===== src/rtl/pulse_conditioner.sv =====
// Debounce/synchronize an async pulse line into edge strobes and a clean level.
// Transitions that collapse before being confirmed are tallied as glitches.
module pulse_conditioner #(
  parameter int unsigned DEBOUNCE_CYCLES = 16,
  parameter bit          ACTIVE_LOW      = 1'b0
) (
  input  logic       clk_in,
  input  logic       rst_n_in,
  input  logic       raw_in,
  input  logic       enable_in,
  input  logic       glitch_clr_in,
  output logic       pulse_out,
  output logic       fall_out,
  output logic       level_out,
  output logic [7:0] glitch_cnt_out
);

  localparam logic [15:0] CNT_LAST = 16'(DEBOUNCE_CYCLES - 1);

  typedef enum logic [1:0] {
    S_LOW,
    S_RISE,
    S_HIGH,
    S_FALL
  } state_t;

  state_t      state_q, state_d;
  logic [15:0] cnt_q, cnt_d;
  logic [1:0]  sync_q;
  logic        raw_pol;
  logic        s;
  logic        pulse_d, fall_d;
  logic        glitch_inc;

  assign raw_pol = ACTIVE_LOW ? ~raw_in : raw_in;
  assign s       = sync_q[1];

  always_ff @(posedge clk_in or negedge rst_n_in) begin
    if (!rst_n_in) begin
      sync_q <= 2'b00;
    end else begin
      sync_q <= {sync_q[0], raw_pol};
    end
  end

  always_comb begin
    state_d    = state_q;
    cnt_d      = cnt_q;
    pulse_d    = 1'b0;
    fall_d     = 1'b0;
    glitch_inc = 1'b0;
    if (!enable_in) begin
      state_d = S_LOW;
      cnt_d   = '0;
    end else begin
      unique case (state_q)
        S_LOW: begin
          if (s) begin
            state_d = S_RISE;
            cnt_d   = '0;
          end
        end
        S_RISE: begin
          if (!s) begin
            state_d    = S_LOW;
            glitch_inc = 1'b1;
          end else if (cnt_q == CNT_LAST) begin
            state_d = S_HIGH;
            pulse_d = 1'b1;
          end else begin
            cnt_d = cnt_q + 16'd1;
          end
        end
        S_HIGH: begin
          if (!s) begin
            state_d = S_FALL;
            cnt_d   = '0;
          end
        end
        S_FALL: begin
          if (s) begin
            state_d    = S_HIGH;
            glitch_inc = 1'b1;
          end else if (cnt_q == CNT_LAST) begin
            state_d = S_LOW;
            fall_d  = 1'b1;
          end else begin
            cnt_d = cnt_q + 16'd1;
          end
        end
        default: begin
          state_d = S_LOW;
          cnt_d   = '0;
        end
      endcase
    end
  end

  always_ff @(posedge clk_in or negedge rst_n_in) begin
    if (!rst_n_in) begin
      state_q   <= S_LOW;
      cnt_q     <= '0;
      pulse_out <= 1'b0;
      fall_out  <= 1'b0;
    end else begin
      state_q   <= state_d;
      cnt_q     <= cnt_d;
      pulse_out <= pulse_d;
      fall_out  <= fall_d;
    end
  end

  // Clear beats a same-cycle increment; count sticks at all-ones.
  always_ff @(posedge clk_in or negedge rst_n_in) begin
    if (!rst_n_in) begin
      glitch_cnt_out <= 8'h00;
    end else if (glitch_clr_in) begin
      glitch_cnt_out <= 8'h00;
    end else if (glitch_inc && glitch_cnt_out != 8'hFF) begin
      glitch_cnt_out <= glitch_cnt_out + 8'd1;
    end
  end

  assign level_out = (state_q == S_HIGH) || (state_q == S_FALL);

endmodule


===== config.mk =====
export PLATFORM = sky130hd
export DESIGN_NAME = pulse_conditioner
export DESIGN_NICKNAME = d
export VERILOG_FILES = /design/src/rtl/pulse_conditioner.sv
export SDC_FILE = /design/constraint.sdc
export NUM_CORES = 1
export LEC_CHECK = 0
export ABC_AREA = 1
export CAP_MARGIN = 5
export CORE_ASPECT_RATIO = 1.2
export CORE_MARGIN = 10
export CORE_UTILIZATION = 50
export DETAILED_ROUTE_END_ITERATION = 16
export PLACE_DENSITY = 0.71
export SLEW_MARGIN = 10
export SYNTH_ARGS = -nofsm -noshare
export SYNTH_HDL_FRONTEND = slang
export SYNTH_SLANG_ARGS = --single-unit

===== constraint.sdc =====
create_clock -name clk_in -period 2.2 [get_ports clk_in]
set_input_delay 0.44 -clock clk_in [delete_from_list [all_inputs] [get_ports clk_in]]
set_output_delay 0.44 -clock clk_in [all_outputs]
set_load 0.05 [all_outputs]

==> metrics.md, run 1 <==
| Metric | Value |
|---|---|
| Run status | `finished clean` |
| Maximum buffer depth of the clock tree | `2` |
| Synth area leaders | `dfrtp_1, nand2_1, nand3_1` |
| Number of antenna cells inserted | `0` |
| Detailed Route Iter0 Violations | `95` |
| Min-delay worst type | `flip-flop to flip-flop` |
| Critical Path Max Stage Delay | `slightly above 0.8 ns` |
| Number of distinct standard cells referenced by the synthesized netlist | `23` |
| Vias after detailed routing | `approximately 1600` |
| # fillers | `316` |
| Final WL | `3640 microns` |
| Buffers added on ports | `15` |
| Net count reported at finish | `271` |
| Synthesis warning total | `0` |
| Top delay family on crit path | `buffers and inverters` |
| Via count of the first global-routing pass | `1559` |
| DIE WIDTH | `around 74 microns` |
| Period utilisation layout | `89.9%` |
| Clock Pin Slew Worst Setup and Hold Paths | `0.06 ns` |
| TritonCTS sink count | `30` |
| Worst-skew pair later-pin latency | `0.28 ns` |
| H-Tree Depth | `2` |
| Post-detailed-placement half-perimeter wirelength | `roughly 2700 microns` |
| Synthesized netlist cell count | `roughly 240` |
| Post-synthesis register bit count | `30` |
| Largest net degree at the start of global routing | `31` |
| Number of antenna violations at the first check in global routing | `0` |
| Worst path cell trace | `clkdlybuf4s50_1` |
| Maximum net fanout on the critical path | `5` |
| Netlist area before placement | `1740 sq um` |
| Minimum setup slack in the final design | `0.223 ns` |
| Place WS | `~0.24 ns` |
| Type of origin of the critical path | `flip-flop` |
| DR WL/cell | `around 12 microns` |
| Setup repair after global routing missed its margin | `false` |
| CP required | `between 1.5 and 2 ns` |
| Peak VDD IR | `0.499 mV` |
| Post-synth EDFFs | `0` |
| Initial core utilization | `52.2%` |
| Post CTS Setup Buffer Count | `0` |
| Gates resized, CTS repair | `0` |
| Number of max-cap violations | `0` |
| Total GRT Usage | `13.2%` |
| Primary FF master, synth | `dfrtp_1` |
| Slew at the pin closest to its max-slew limit | `0.498 ns` |
| Final ANT Viol Nets | `0` |
| Mapped Avg Cell Area | `roughly 7.2 sq um` |
| Number of buffers inserted by hold repair at cts | `0` |
| Final setup fails | `0` |
| Post-DR vias/cell | `between 5 and 6` |
| Final cell count without fillers | `302` |
| Area share of the leading cell type in the synthesized netlist | `43.1%` |
| TritonCTS clock tree | `yes` |
| Core area | `between 3000 and 4000 sq um` |
| Router iterations before antenna repair | `4` |
| Drt drc | `0` |
| Final-report max-slew violation count | `0` |
| Die area | `about 6300 sq um` |
| Standard-cell row count | `23` |
| Die Height | `84.7 microns` |
| Kind of critical path | `flip-flop to output pin` |
| Tightest slew margin relative to the limit | `66.7%` |
| Power density normalized to cell area | `580 nW/um^2` |
| Hold Slack | `0.354 ns` |
| Clock root buffer master | `clkbuf_8` |
| Worst clock skew on the final layout | `between 0.003 and 0.004 ns` |
| Io pins | `16` |
| TritonCTS Buffers | `5` |
| Number of nets in the synthesized netlist | `250` |
| Gr ovfl total | `0` |
| Achievable Freq | `506 MHz` |
| Instance count after placement with tap cells included | `between 200 and 300` |
| Weighted congestion at the end of routability-driven global placement | `0.845` |
| Proportion of register bits with asynchronous set or reset after synthesis | `100%` |
| Wire length of the first global-routing pass | `6720 microns` |
| Endpoint kind of the worst setup timing path | `output pin` |
| Leakage power figure | `about 1 nW` |
| Fraction of layout instances using a drive strength above 1 | `9.81%` |
| Most frequently used cell type in the post-synthesis netlist | `nand2_1` |
| Post-synth top cells | `nand2_1, dfrtp_1, nand3_1, nor2_1, inv_1` |
| Sequential area share after synthesis | `about 43%` |
| Worst path bufs/invs | `1` |
| Area leader, netlist | `dfrtp_1` |
| Arrival time at the worst endpoint | `1.54 ns` |
| Fin Setup TNS | `0 ns` |
| Hold violation total from the final report | `0` |
| Area growth from synthesis to layout | `17.4%` |
| PnR Total Power | `1.19 mW` |
| Crit path time final | `1.98 ns` |
| Standard cell with the maximum stage delay on the critical path | `clkdlybuf4s50_1` |
==> cell type report <==
class | count | area, sq um | share of cell area, %
Inverter | 21 | 78.8 | 3.85
Timing Repair Buffer | 17 | 178 | 8.68
Clock inverter | 1 | 30.0 | 1.47
Clock buffer | 7 | 76.3 | 3.73
Multi-Input combinational cell | 189 | 887 | 43.3
Sequential cell | 30 | 751 | 36.7
Tap cell | 37 | 46.3 | 2.26
==> final timing paths <==
check | from | end | cells past startpoint | slack, ns
min in group asynchronous | rst_n_in | cnt_q[12]$_DFFE_PN0P_ | 2 | 0.54
worst max-delay path | glitch_cnt_out[5]$_DFFE_PN0P_ | glitch_cnt_out[5] | 1 | 0.22
max in group asynchronous | rst_n_in | glitch_cnt_out[1]$_DFFE_PN0P_ | 2 | 1.38
worst min register to register | sync_q[0]$_DFF_PN0_ | sync_q[1]$_DFF_PN0_ | 0 | 0.35
worst max register to register | cnt_q[0]$_DFFE_PN0P_ | cnt_q[2]$_DFFE_PN0P_ | 8 | 0.52
worst min-delay path | sync_q[0]$_DFF_PN0_ | sync_q[1]$_DFF_PN0_ | 0 | 0.35
==> logic make-up (layout without fill, tap and decap cells) <==
group	count (synthesis)	in the layout	synth area share, %
AND/OR/NAND/NOR	169	169	41.8
adder cells (fa/ha/maj)	2	2	1.44
buffers and inverters	24	46	6.03
XOR/XNOR	4	4	2.01
AO/OA/AOI/OAI	14	14	5.67
flip-flops	30	30	43.1
==> flip-flops by register name, summed over array words and instances (netlist names) <==
| name | flops |
|---|---|
| glitch_cnt_out | 8 |
| fall_out | 1 |
| sync_q | 2 |
| pulse_out | 1 |
| state_q | 2 |
| cnt_q | 16 |
==> placed cells by master (no fill, tap or decap) <==
cell	netlist	layout
ha_1	2	2
clkbuf_8	0	5
bufinv_16	0	1
nand4_1	4	4
xor2_1	4	4
nand2_2	1	1
nor2_2	2	2
buf_12	0	1
nand3_2	2	2
nand3_1	27	27
dfrtp_1	30	30
clkbuf_1	1	2
o21ai_2	5	5
o21ai_0	3	3
or2_2	3	3
nand2_1	98	98
a21oi_1	2	2
inv_2	2	2
o21bai_1	3	3
nor2_1	27	27
buf_4	0	1
inv_1	19	19
nor3_1	2	2
o31ai_1	1	1
nor3_2	2	2
nor2_4	1	1
clkdlybuf4s50_1	0	15
==> where the power goes <==
| group | switching [mW] | total, mW | internal, mW |
|---|---|---|---|
| logic | 0.0585 | 0.0859 | 0.0274 |
| clock network | 0.196 | 0.534 | 0.338 |
| registers | 0.00711 | 0.566 | 0.559 |
| total | 0.262 | 1.19 | 0.925 |
==> stage by stage <==
step / util (%) / instance area [sq um]
3_3_place_gp: 58.1 / 1940
6_report: 61.3 / 2050
3_5_place_dp: 58.1 / 1940
5_1_grt: 61.3 / 2050
4_1_cts: 61.3 / 2050
2_1_floorplan: - / 1740
==> worst reg2reg max path: stages, from the launching register on <==
cell and delay, ns:
dfrtp_1 0.43, ha_1 0.23, nand3_2 0.15, nor2_2 0.18, nand3_2 0.12, nand2_2 0.22
buf_12 0.17, nand2_1 0.06, o21ai_2 0.06
==> per-layer routing <==
metal  track usage (%)  routed length [microns]  share of wire (%)
met3              3.65                      199                5.5
met2              21.1                     1740                 48
met1              15.3                     1610                 44
met5                 0                        0                  0
met4              7.30                       83                2.3
Power figures use the tool's default switching activity.
==> run 2: changes to the inputs <==
CORE_MARGIN = 3   (was 10)
CTS_BUF_LIST = sky130_fd_sc_hd__clkbuf_16   (was unset)
clock period = 2.05 ns   (was 2.2 ns; I/O delays follow)
==> run 2 against run 1 <==
  * Cell area increased by 1.0%
  * Die area decreased by 32%
  * Sequential power increased by 7.6%
  * Non-clock buffer count unchanged
  * Clock-buffer cell count decreased by 2
  * Critical path type unchanged
  * Critical endpoint is now glitch_cnt_out[6]
==> metrics.md, run 2 (synthesis gave the netlist of run 1 again) <==
| Metric | Value |
|---|---|
| Kind of critical path | `flip-flop to output pin` |
| Final setup fails | `0` |
| Router iterations before antenna repair | `4` |
| Number of antenna violations at the first check in global routing | `0` |
| Worst clock skew on the final layout | `0.00446 ns` |
| Run status | `finished clean` |
| H-Tree Depth | `2` |
| DIE WIDTH | `59.9 microns` |
| Reg-to-reg startpoint | `cnt_q[0]$_DFFE_PN0P_` |
| TritonCTS sink count | `30` |
| Gr ovfl total | `0` |
| PnR Total Power | `1.35 mW` |
| Initial core utilization | `54.6%` |
| Hold Slack | `0.345 ns` |
| Fin Setup TNS | `0 ns` |
| Fraction of layout instances using a drive strength above 1 | `9.51%` |
| Peak VDD IR | `0.595 mV` |
| Maximum net fanout on the critical path | `5` |
| Gates resized, CTS repair | `0` |
| Achievable Freq | `516 MHz` |
| Power density normalized to cell area | `654 nW/um^2` |
| Die area | `4230 sq um` |
| Clock Pin Slew Worst Setup and Hold Paths | `roughly 0.05 ns` |
| Leading registers by flop count | `cnt_q x16, glitch_cnt_out x8` |
| Endpoint kind of the worst setup timing path | `output pin` |
| Via count of the first global-routing pass | `1381` |
| DR WL/cell | `12.1 microns` |
| Min-delay worst type | `flip-flop to flip-flop` |
| Total GRT Usage | `around a fifth` |
| Maximum buffer depth of the clock tree | `2` |
| TritonCTS clock tree | `yes` |
| Instance count after placement with tap cells included | `approximately 300` |
| # fillers | `~280` |
| Final-report max-slew violation count | `0` |
| Number of buffers inserted by hold repair at cts | `0` |
| Standard-cell row count | `22` |
| Io pins | `16` |
| P_int | `approximately 1.1 mW` |
| Tightest slew margin relative to the limit | `between 60% and 70%` |
| Clock root buffer master | `clkbuf_16` |
| Weighted congestion at the end of routability-driven global placement | `0.818` |
| Buffers added on ports | `15` |
| Die Height | `70.7 microns` |
| Utilization after layout | `64.8%` |
| Standard cell with the maximum stage delay on the critical path | `clkdlybuf4s50_1` |
| Final WL | `3610 microns` |
| Setup repair after global routing missed its margin | `false` |
| Core area | `3190 sq um` |
| Post CTS Setup Buffer Count | `0` |
| Largest net degree at the start of global routing | `31` |
| Number of antenna cells inserted | `0` |
| Slew at the pin closest to its max-slew limit | `0.508 ns` |
| Hold wc startpoint | `sync_q[0]$_DFF_PN0_` |
| CP required | `1.64 ns` |
| Top delay family on crit path | `buffers and inverters` |
| Period utilisation layout | `94.5%` |
| Commonest cells after routing, fill and taps aside | `nand2_1, dfrtp_1, nor2_1, nand3_1, inv_1` |
| Max FFs per register | `16` |
| Leakage power figure | `between 1 and 1.5 nW` |
| Worst path cell trace | `clkdlybuf4s50_1` |
| Post-detailed-placement half-perimeter wirelength | `about 2600 microns` |
| Wire length of the first global-routing pass | `between 6000 and 7000 microns` |
| Number of max-cap violations | `0` |
| TritonCTS Buffers | `5` |
| Worst-skew pair later-pin latency | `0.27 ns` |
| Type of origin of the critical path | `flip-flop` |
| Part of the power in the clock network | `about half` |
| Final ANT Viol Nets | `0` |
| Net count reported at finish | `271` |
| Drt drc | `0` |
| Final cell count without fillers | `299` |
| Area growth from synthesis to layout | `18.7%` |
| Net switching power of the design | `0.293 mW` |
| Hold violation total from the final report | `0` |
| Power share of the sequential group | `approximately 45%` |
| Worst path bufs/invs | `1` |
| Register with the highest flop count | `cnt_q` |
| Most common library cell in the layout ignoring fill and taps | `nand2_1` |
| Crit path time final | `1.94 ns` |
| Start point of the critical path | `glitch_cnt_out[6]$_DFFE_PN0P_` |
| Vias after detailed routing | `1572` |
| Arrival time at the worst endpoint | `1.53 ns` |
| Comb power frac | `6.7%` |
| Share of total power consumed by net switching | `21.7%` |
| Post-DR vias/cell | `around 5.3` |
| Critical Path Max Stage Delay | `0.84 ns` |
| Detailed Route Iter0 Violations | `71` |
## run 2: power by group through the flow
stage	clock, mW	combinational, mW	sequential [mW]
floorplan	0	0.0523	0.620
global placement	0	0.0914	0.618
detailed placement	0	0.0926	0.618
CTS	0.666	0.0930	0.609
global route	0.690	0.103	0.610
finish	0.652	0.0912	0.609
## run 2: path summary, 6_finish.rpt
path / end / slack [ns] / cells past startpoint
setup reg to reg: cnt_q[10]$_DFFE_PN0P_ / 0.35 / 8
max in group asynchronous: cnt_q[2]$_DFFE_PN0P_ / 1.24 / 2
setup / recovery: glitch_cnt_out[6] / 0.11 / 1
min in group asynchronous: cnt_q[14]$_DFFE_PN0P_ / 0.52 / 2
hold reg to reg: sync_q[1]$_DFF_PN0_ / 0.35 / 0
hold / removal: sync_q[1]$_DFF_PN0_ / 0.35 / 0
## run 2: metrics by stage
| stage | cell area, sq um | worst slack [ns] |
|---|---|---|
| 4_1_cts | 2070 | 0.0981 |
| 3_3_place_gp | 1940 | 0.173 |
| 2_1_floorplan | 1740 | 0.406 |
| 5_1_grt | 2070 | 0.0456 |
| 6_report | 2070 | 0.112 |
| 3_5_place_dp | 1940 | 0.145 |
## run 2: layout make-up
cell class | count | area (sq um) | share of cell area, %
well taps | 36 | 45.0 | 2.18
repair buffers | 17 | 178 | 8.59
inverters | 21 | 78.8 | 3.81
multi-input cells | 189 | 887 | 42.9
flip-flops and latches | 30 | 751 | 36.3
clock inverters | 1 | 3.75 | 0.181
clock buffers | 5 | 125 | 6.05
## run 2: layer usage
layer	wire (microns)	up-vias	track usage, %
li1	-	817	-
met1	1630	713	24.2
met2	1780	40	29.7
met3	173	2	6.20
met4	29	0	8.13
met5	0	-	0
==> run 3: changes to the inputs <==
SKIP_LAST_GASP = 1   (was unset)
==> results of run 3 <==
Same layout as run 2: the final DEF is identical, and so are final timing and power.
